<file path="config.mk">
export PLATFORM = sky130hd
export DESIGN_NAME = task2
export DESIGN_NICKNAME = d
export VERILOG_FILES = /design/src/rtl/task2.sv
export SDC_FILE = /design/constraint.sdc
export NUM_CORES = 1
export LEC_CHECK = 0
export BUFFER_PORTS_ARGS = -buffer_cell sky130_fd_sc_hd__buf_2
export CORE_AREA = 2 2 78 87
export CTS_BUF_LIST = sky130_fd_sc_hd__clkbuf_8
export CTS_CLUSTER_DIAMETER = 60
export CTS_CLUSTER_SIZE = 8
export DETAILED_ROUTE_END_ITERATION = 10
export DIE_AREA = 0 0 80 89
export GPL_ROUTABILITY_DRIVEN = 0
export PLACE_DENSITY = 0.71
export SKIP_LAST_GASP = 1
export SYNTH_ARGS = -nofsm -noshare
export SYNTH_HDL_FRONTEND = slang
export SYNTH_SLANG_ARGS = --single-unit
</file>
<file path="constraint.sdc">
create_clock -name clk -period 3.7 [get_ports clk]
set_input_delay 0.74 -clock clk [delete_from_list [all_inputs] [get_ports clk]]
set_output_delay 0.74 -clock clk [all_outputs]
set_load 0.05 [all_outputs]
</file>
<file path="src/rtl/task2.sv">
// RC4 key-schedule engine: fills the external 256x8 S-memory with the identity, then runs the KSA swaps in place.
// Latency: 256 INIT cycles plus 8 cycles per KSA iteration (2304 cycles total), then idles in DONE until reset.
// Backpressure: none; the memory is assumed to accept one access per cycle, and every output is a flop.
module task2 (
    input  logic        clk,
    input  logic        reset,
    output logic        wren,
    input  logic [7:0]  q,
    output logic [7:0]  data,
    output logic [7:0]  address,
    input  logic [23:0] secret_key
);

    typedef enum logic [3:0] {
        S_INIT,
        S_RD_I,
        S_WT_I,
        S_CP_I,
        S_RD_J,
        S_WT_J,
        S_CP_J,
        S_WR_I,
        S_WR_J,
        S_DONE
    } state_t;

    state_t     state, state_nxt;
    logic [7:0] i, i_nxt;
    logic [7:0] j, j_nxt;
    logic [7:0] si, si_nxt;
    logic [7:0] sj, sj_nxt;
    logic [1:0] kidx, kidx_nxt;       // i mod 3, tracked incrementally
    logic [7:0] key_byte;
    logic       wren_nxt;
    logic [7:0] data_nxt;
    logic [7:0] address_nxt;

    // Key byte for the current i: MSB first, cycling every three indices.
    always_comb begin
        key_byte = secret_key[23:16];
        case (kidx)
            2'd1:    key_byte = secret_key[15:8];
            2'd2:    key_byte = secret_key[7:0];
            default: key_byte = secret_key[23:16];
        endcase
    end

    // Next-state and next-output logic; each state's memory access is registered on leaving it.
    always_comb begin
        state_nxt   = state;
        i_nxt       = i;
        j_nxt       = j;
        si_nxt      = si;
        sj_nxt      = sj;
        kidx_nxt    = kidx;
        wren_nxt    = 1'b0;
        data_nxt    = data;
        address_nxt = address;
        case (state)
            S_INIT: begin
                address_nxt = i;
                data_nxt    = i;
                wren_nxt    = 1'b1;
                if (i == 8'd255) begin
                    state_nxt = S_RD_I;
                    i_nxt     = 8'd0;
                    j_nxt     = 8'd0;
                    kidx_nxt  = 2'd0;
                end else begin
                    i_nxt = i + 8'd1;
                end
            end
            S_RD_I: begin
                address_nxt = i;
                state_nxt   = S_WT_I;
            end
            S_WT_I: state_nxt = S_CP_I;
            S_CP_I: begin
                // q now holds S[i]; the new j is formed from it directly.
                si_nxt    = q;
                j_nxt     = j + q + key_byte;
                state_nxt = S_RD_J;
            end
            S_RD_J: begin
                address_nxt = j;
                state_nxt   = S_WT_J;
            end
            S_WT_J: state_nxt = S_CP_J;
            S_CP_J: begin
                sj_nxt    = q;
                state_nxt = S_WR_I;
            end
            S_WR_I: begin
                address_nxt = i;
                data_nxt    = sj;
                wren_nxt    = 1'b1;
                state_nxt   = S_WR_J;
            end
            S_WR_J: begin
                // When i == j both writes hit one location with the same value.
                address_nxt = j;
                data_nxt    = si;
                wren_nxt    = 1'b1;
                if (i == 8'd255) begin
                    state_nxt = S_DONE;
                end else begin
                    i_nxt     = i + 8'd1;
                    kidx_nxt  = (kidx == 2'd2) ? 2'd0 : kidx + 2'd1;
                    state_nxt = S_RD_I;
                end
            end
            S_DONE: state_nxt = S_DONE;
            default: state_nxt = S_INIT;
        endcase
    end

    // State and output registers with synchronous active-low reset.
    always_ff @(posedge clk) begin
        if (!reset) begin
            state   <= S_INIT;
            i       <= 8'd0;
            j       <= 8'd0;
            si      <= 8'd0;
            sj      <= 8'd0;
            kidx    <= 2'd0;
            wren    <= 1'b0;
            data    <= 8'd0;
            address <= 8'd0;
        end else begin
            state   <= state_nxt;
            i       <= i_nxt;
            j       <= j_nxt;
            si      <= si_nxt;
            sj      <= sj_nxt;
            kidx    <= kidx_nxt;
            wren    <= wren_nxt;
            data    <= data_nxt;
            address <= address_nxt;
        end
    end

endmodule

</file>
* After elaboration in Yosys (flattened, before gate mapping)
Index checks and enable logic that the tools add are counted.
** Operators by class
- Multiplexer cells :: 16
- Add/sub/neg operators :: 4
- Equal/unequal tests :: 14
- Reduce and logical (&&, ||, !) cells :: 11
** Operators with widths (number)
- one-hot mux 8 bit (2 select lines) :: 4
- one-hot mux 4 bit (10 select lines) :: 1
- 2-to-1 mux 8 bit :: 3
- one-hot mux 8 bit (3 select lines) :: 1
- adder 8 bit :: 2
- equality test 4 x 3 -> 1 bit (second input constant) :: 4
- adder 8 x 1 -> 8 bit (second input constant) :: 1
- equality test 4 x 2 -> 1 bit (second input constant) :: 2
- equality test 4 bit (second input constant) :: 2
- equality test 8 bit (second input constant) :: 1
- 2-to-1 mux 4 bit :: 2
- 2-to-1 mux 2 bit :: 3
- nonzero test 2 bit :: 3
- OR reduction 3 bit :: 2
- equality test 4 x 1 -> 1 bit (second input constant) :: 1
- logical NOT 4 bit :: 1
- != test 2 bit (second input constant) :: 2
- one-hot mux 2 bit (2 select lines) :: 1
- AND reduction 2 bit :: 2
- AND reduction 3 bit :: 1
- nonzero test 3 bit :: 1
- adder 2 x 1 -> 2 bit (second input constant) :: 1
- equality test 2 x 1 -> 1 bit (second input constant) :: 1
- equality test 2 bit (second input constant) :: 1
- 2 further kinds :: 2
** Word-level totals
- Input port bits :: 34
- Word-level logic and storage cells :: 54
- Flip-flop bits (word level) :: 55

* Logic depth before layout (Yosys ltp)
- Word-level depth :: 4
- Gate-level depth with buffers :: 14
- Mapped depth without buffers :: 13

* Least setup slack after synthesis
OpenSTA, ideal clock, no wires.
- Path type :: flip-flop to flip-flop
- From :: register kidx[0]
- To :: register j[7]
- Cell stages (with the launch flop) :: 15
- Library setup time :: 0.120 ns
- Period minus slack after synthesis :: 3.275 ns
- Arrival time :: 3.156 ns
- Slack :: 0.425 ns
- Path buffers :: 2
- Path through :: dfxtp_1 -> inv_1 -> ha_1 -> clkbuf_1 -> clkbuf_1 -> a21oi_1 -> fa_1 -> ha_1 -> inv_1 -> fa_1 -> nand2b_1 -> a21oi_1 -> o21ai_0 -> nor4b_1 -> a211o_1
** Between the ends
- Word-level cells in the longest chain between the ends :: 4
** RTL lines
- from (decl) :: RTL line 32 : logic [1:0] kidx, kidx_nxt;
- from (signal assigned) :: RTL line 135 : kidx <= kidx_nxt;
- equality test 2 bit or equality test 2 x 1 -> 1 bit (tied branches) :: RTL line 41 : case (kidx)
- one-hot mux 8 bit (2 select lines) (*) :: RTL line 41
- adder 8 bit (*) :: RTL line 81 : j_nxt = j + q + key_byte;
- one-hot mux 8 bit (2 select lines) (*) :: RTL line 59 : case (state)
- to (signal assigned) :: RTL line 132 : j <= j_nxt;
- to (decl) :: RTL line 29 : logic [7:0] j, j_nxt;
Every way passes the cells marked *; elsewhere a longest branch is shown, timed or not.
A chain may end at the register's enable or synchronous reset.

* Worst setup path after layout
Same ends and word-level chain as after synthesis.

==> results.ini <==
[clock_tree]
cts.clk_slew.worst_paths_ns = 0.10
cts.path.max_buffers = 2
cts_resized = 0
cts-root-buf = clkbuf_8
cts_tree = built
cts_hold_buf = 0
insertion_delay_ns = 0.31
numCtsBuffers = 5
h-tree-depth = 2
clock-sinks = 55
post_cts_buffers = 0

[grt]
gr-usage-all-layers_pct = 21.5
grt-ovfl-total = 0
antenna_found_initial = 0
grt_max_degree = 37
grt_pass1_wl_um = 12000
first_global_vias = 2473

[synthesis]
synthCells = 338
ys.flop_type = dfxtp_1
netlist.area_leader.share_pct = 36.1
avgSynthCellArea_um2 = 9.03
ys_seq_area_share_pct = 36.1
synth-seq-cells = 55
yosysUniqueCellTypes = 50
synth_area_leader_cell = dfxtp_1
async_flop_share_pct = 0
synth_fp_nets = 390
syn_area_um2 = 3050
synth-edff-count = 0
synthTopCellsByArea = dfxtp_1 36%, fa_1 5.2%, mux2i_1 4.9%, nand2_1 4.8%, a21oi_1 4.4%
synth-warning-count = 0

[sta]
timing.hold.ws_ns = 0.474
period_share_pct = 88.5
fin_ws_ns = 0.425
rsz0062_at_grt = no
finalClockSkew_ns = 0.00861
fin_setup_tns_ns = 0
maxSlewViolCount = 0
tightest_slew_ns = 0.711
slew_headroom_pct = 52.3
hold_viol_final = 0
period_needed_ns = 3.28
setup_viol = 0
timing.fmax_ghz = 0.305

[finish]
area_delta_synth_final_pct = 11.1
final_nets = 425
nFillCells = 603
num_antenna_cells = 0
drive_gt1_share_pct = 18.2
final_cell_area_um2 = 3390
mostFrequentLayoutCell = dfxtp_1
layout_common_cells = 55 x dfxtp_1, 50 x buf_2, 39 x nand2_1

[routing]
routedWlPerCell_um = 15.7
vias_per_cell = 5.75
drc = 0
ant_nets = 0
dr.pass1.iters = 4
drt_iter0_markers = 210
num_vias = 2611
wl_um = 7130

[critical_path]
critPathTopFamily = adder cells
critPathCaptureType = flop
slowest_delay_ns = 0.50
cp-start-kind = flop
critPathKind = reg -> reg
crit_path_top_delay_cell = fa_1
critical_path_buf_inv_count = 2
worstPathCellList = inv_1 > ha_1 > nor2_1 > a21oi_1 > fa_1 > ha_1 > inv_1 > fa_1 > nand2b_1 > a21oi_1 > o21ai_0 > nor4b_1 > a211o_1
path_max_fanout = 16
worstPathArrival_ns = 3.48
required_ns = 3.90

[die]
ios = 51
initial_core_util_pct = 49.6
num_rows = 30
die_area_um2 = 7120
fp.dieH_um = 89
die_x_um = 80
core_region_area_um2 = 6160

[place]
numPortBuffers = 50
hpwl_um = 5330
place_area_um2 = 3280
place_ws_ns = 0.443

[power_and_ir_drop]
seqPwrFrac_pct = 52.9
p_int_mw = 0.861
p_clk_share_pct = 35.1
p_per_area_nw_per_um2 = 340
combinationalPowerShare_pct = 12.1
p_leak_nw = 1.47
switchingPower_mw = 0.294
vdd_drop_max_v = 0.000209
totalPowerFinal_mw = 1.16
sw_frac_of_total_pct = 25.5

[run]
cap_violations = 0

[outcome]
status = complete, no violations

[min_path]
min_path_type = reg -> reg

[stage by stage]
| step | std cells | util (%) |
|---|---|---|
| 2_1_floorplan | 338 | - |
| 3_5_place_dp | 446 | 53.3 |
| 6_report | 454 | 55.1 |
| 4_1_cts | 454 | 55.1 |
| 5_1_grt | 454 | 55.1 |
| 3_3_place_gp | 446 | 53.3 |
[worst min-delay path, cell delays in order, from the launching register on]
cell and delay [ns]:
dfxtp_1 0.32, nand2_1 0.05, a21boi_0 0.06
[sequential cells by signal (all words and copies together) (netlist names)]
name and flops:
sj 8, si 8, data 8, j 8, wren 1, i 8, address 8, state 4
kidx 2
[power by group through the flow]
stage / combinational (mW) / sequential, mW / clock [mW]
after CTS: 0.139 / 0.610 / 0.412
after global placement: 0.137 / 0.624 / 0
after detailed placement: 0.139 / 0.624 / 0
after global routing: 0.156 / 0.612 / 0.439
final: 0.139 / 0.611 / 0.405
after floorplan: 0.0751 / 0.640 / 0
[synth_stat cells (10+ instances only)]
library cell,n
mux2i_1,15
dfxtp_1,55
a21oi_1,27
clkbuf_1,12
a21boi_0,11
nor2b_1,15
a22oi_1,13
nor2_1,15
ha_1,10
nand2_1,39
inv_1,11
[cell type report]
type,count,area [um2],share of cell area (%)
multi-input cells,248,1770,52.3
flip-flops and latches,55,1100,32.4
repair buffers,52,265,7.82
well taps,80,100,2.95
clock buffers,5,68.8,2.03
clock inverters,3,42.5,1.25
inverters,11,41.3,1.22
[logic make-up (layout without fill, tap and decap cells)]
kind of cell	after synthesis	count (layout)	share of synthesized area, %
AOI/OAI and AO/OA	103	103	23.7
xor gates and xnor gates	7	7	2.01
adders and majority gates	19	19	9.67
buffers and inverters	35	71	5.82
DFF	55	55	36.1
muxes	15	15	4.92
and+or+nand+nor	104	104	17.8
[routing by layer]
metal | track usage [%] | share of wire, % | vias up
met5 | 0 | 0 | -
met4 | 6.93 | 1.3 | 0
met3 | 3.33 | 4.1 | 9
met2 | 37.0 | 51 | 69
met1 | 27.8 | 44 | 1249
li1 | - | - | 1284
[path summary, 6_finish.rpt]
path / end / startpoint / cells after the start / slack (ns)
max: j[7] / kidx[0] / 13 / 0.42
min: si[2] / si[2] / 2 / 0.47
max reg2reg: j[7] / kidx[0] / 13 / 0.42
min reg2reg: si[2] / si[2] / 2 / 0.47
Power figures use the tool's default switching activity.
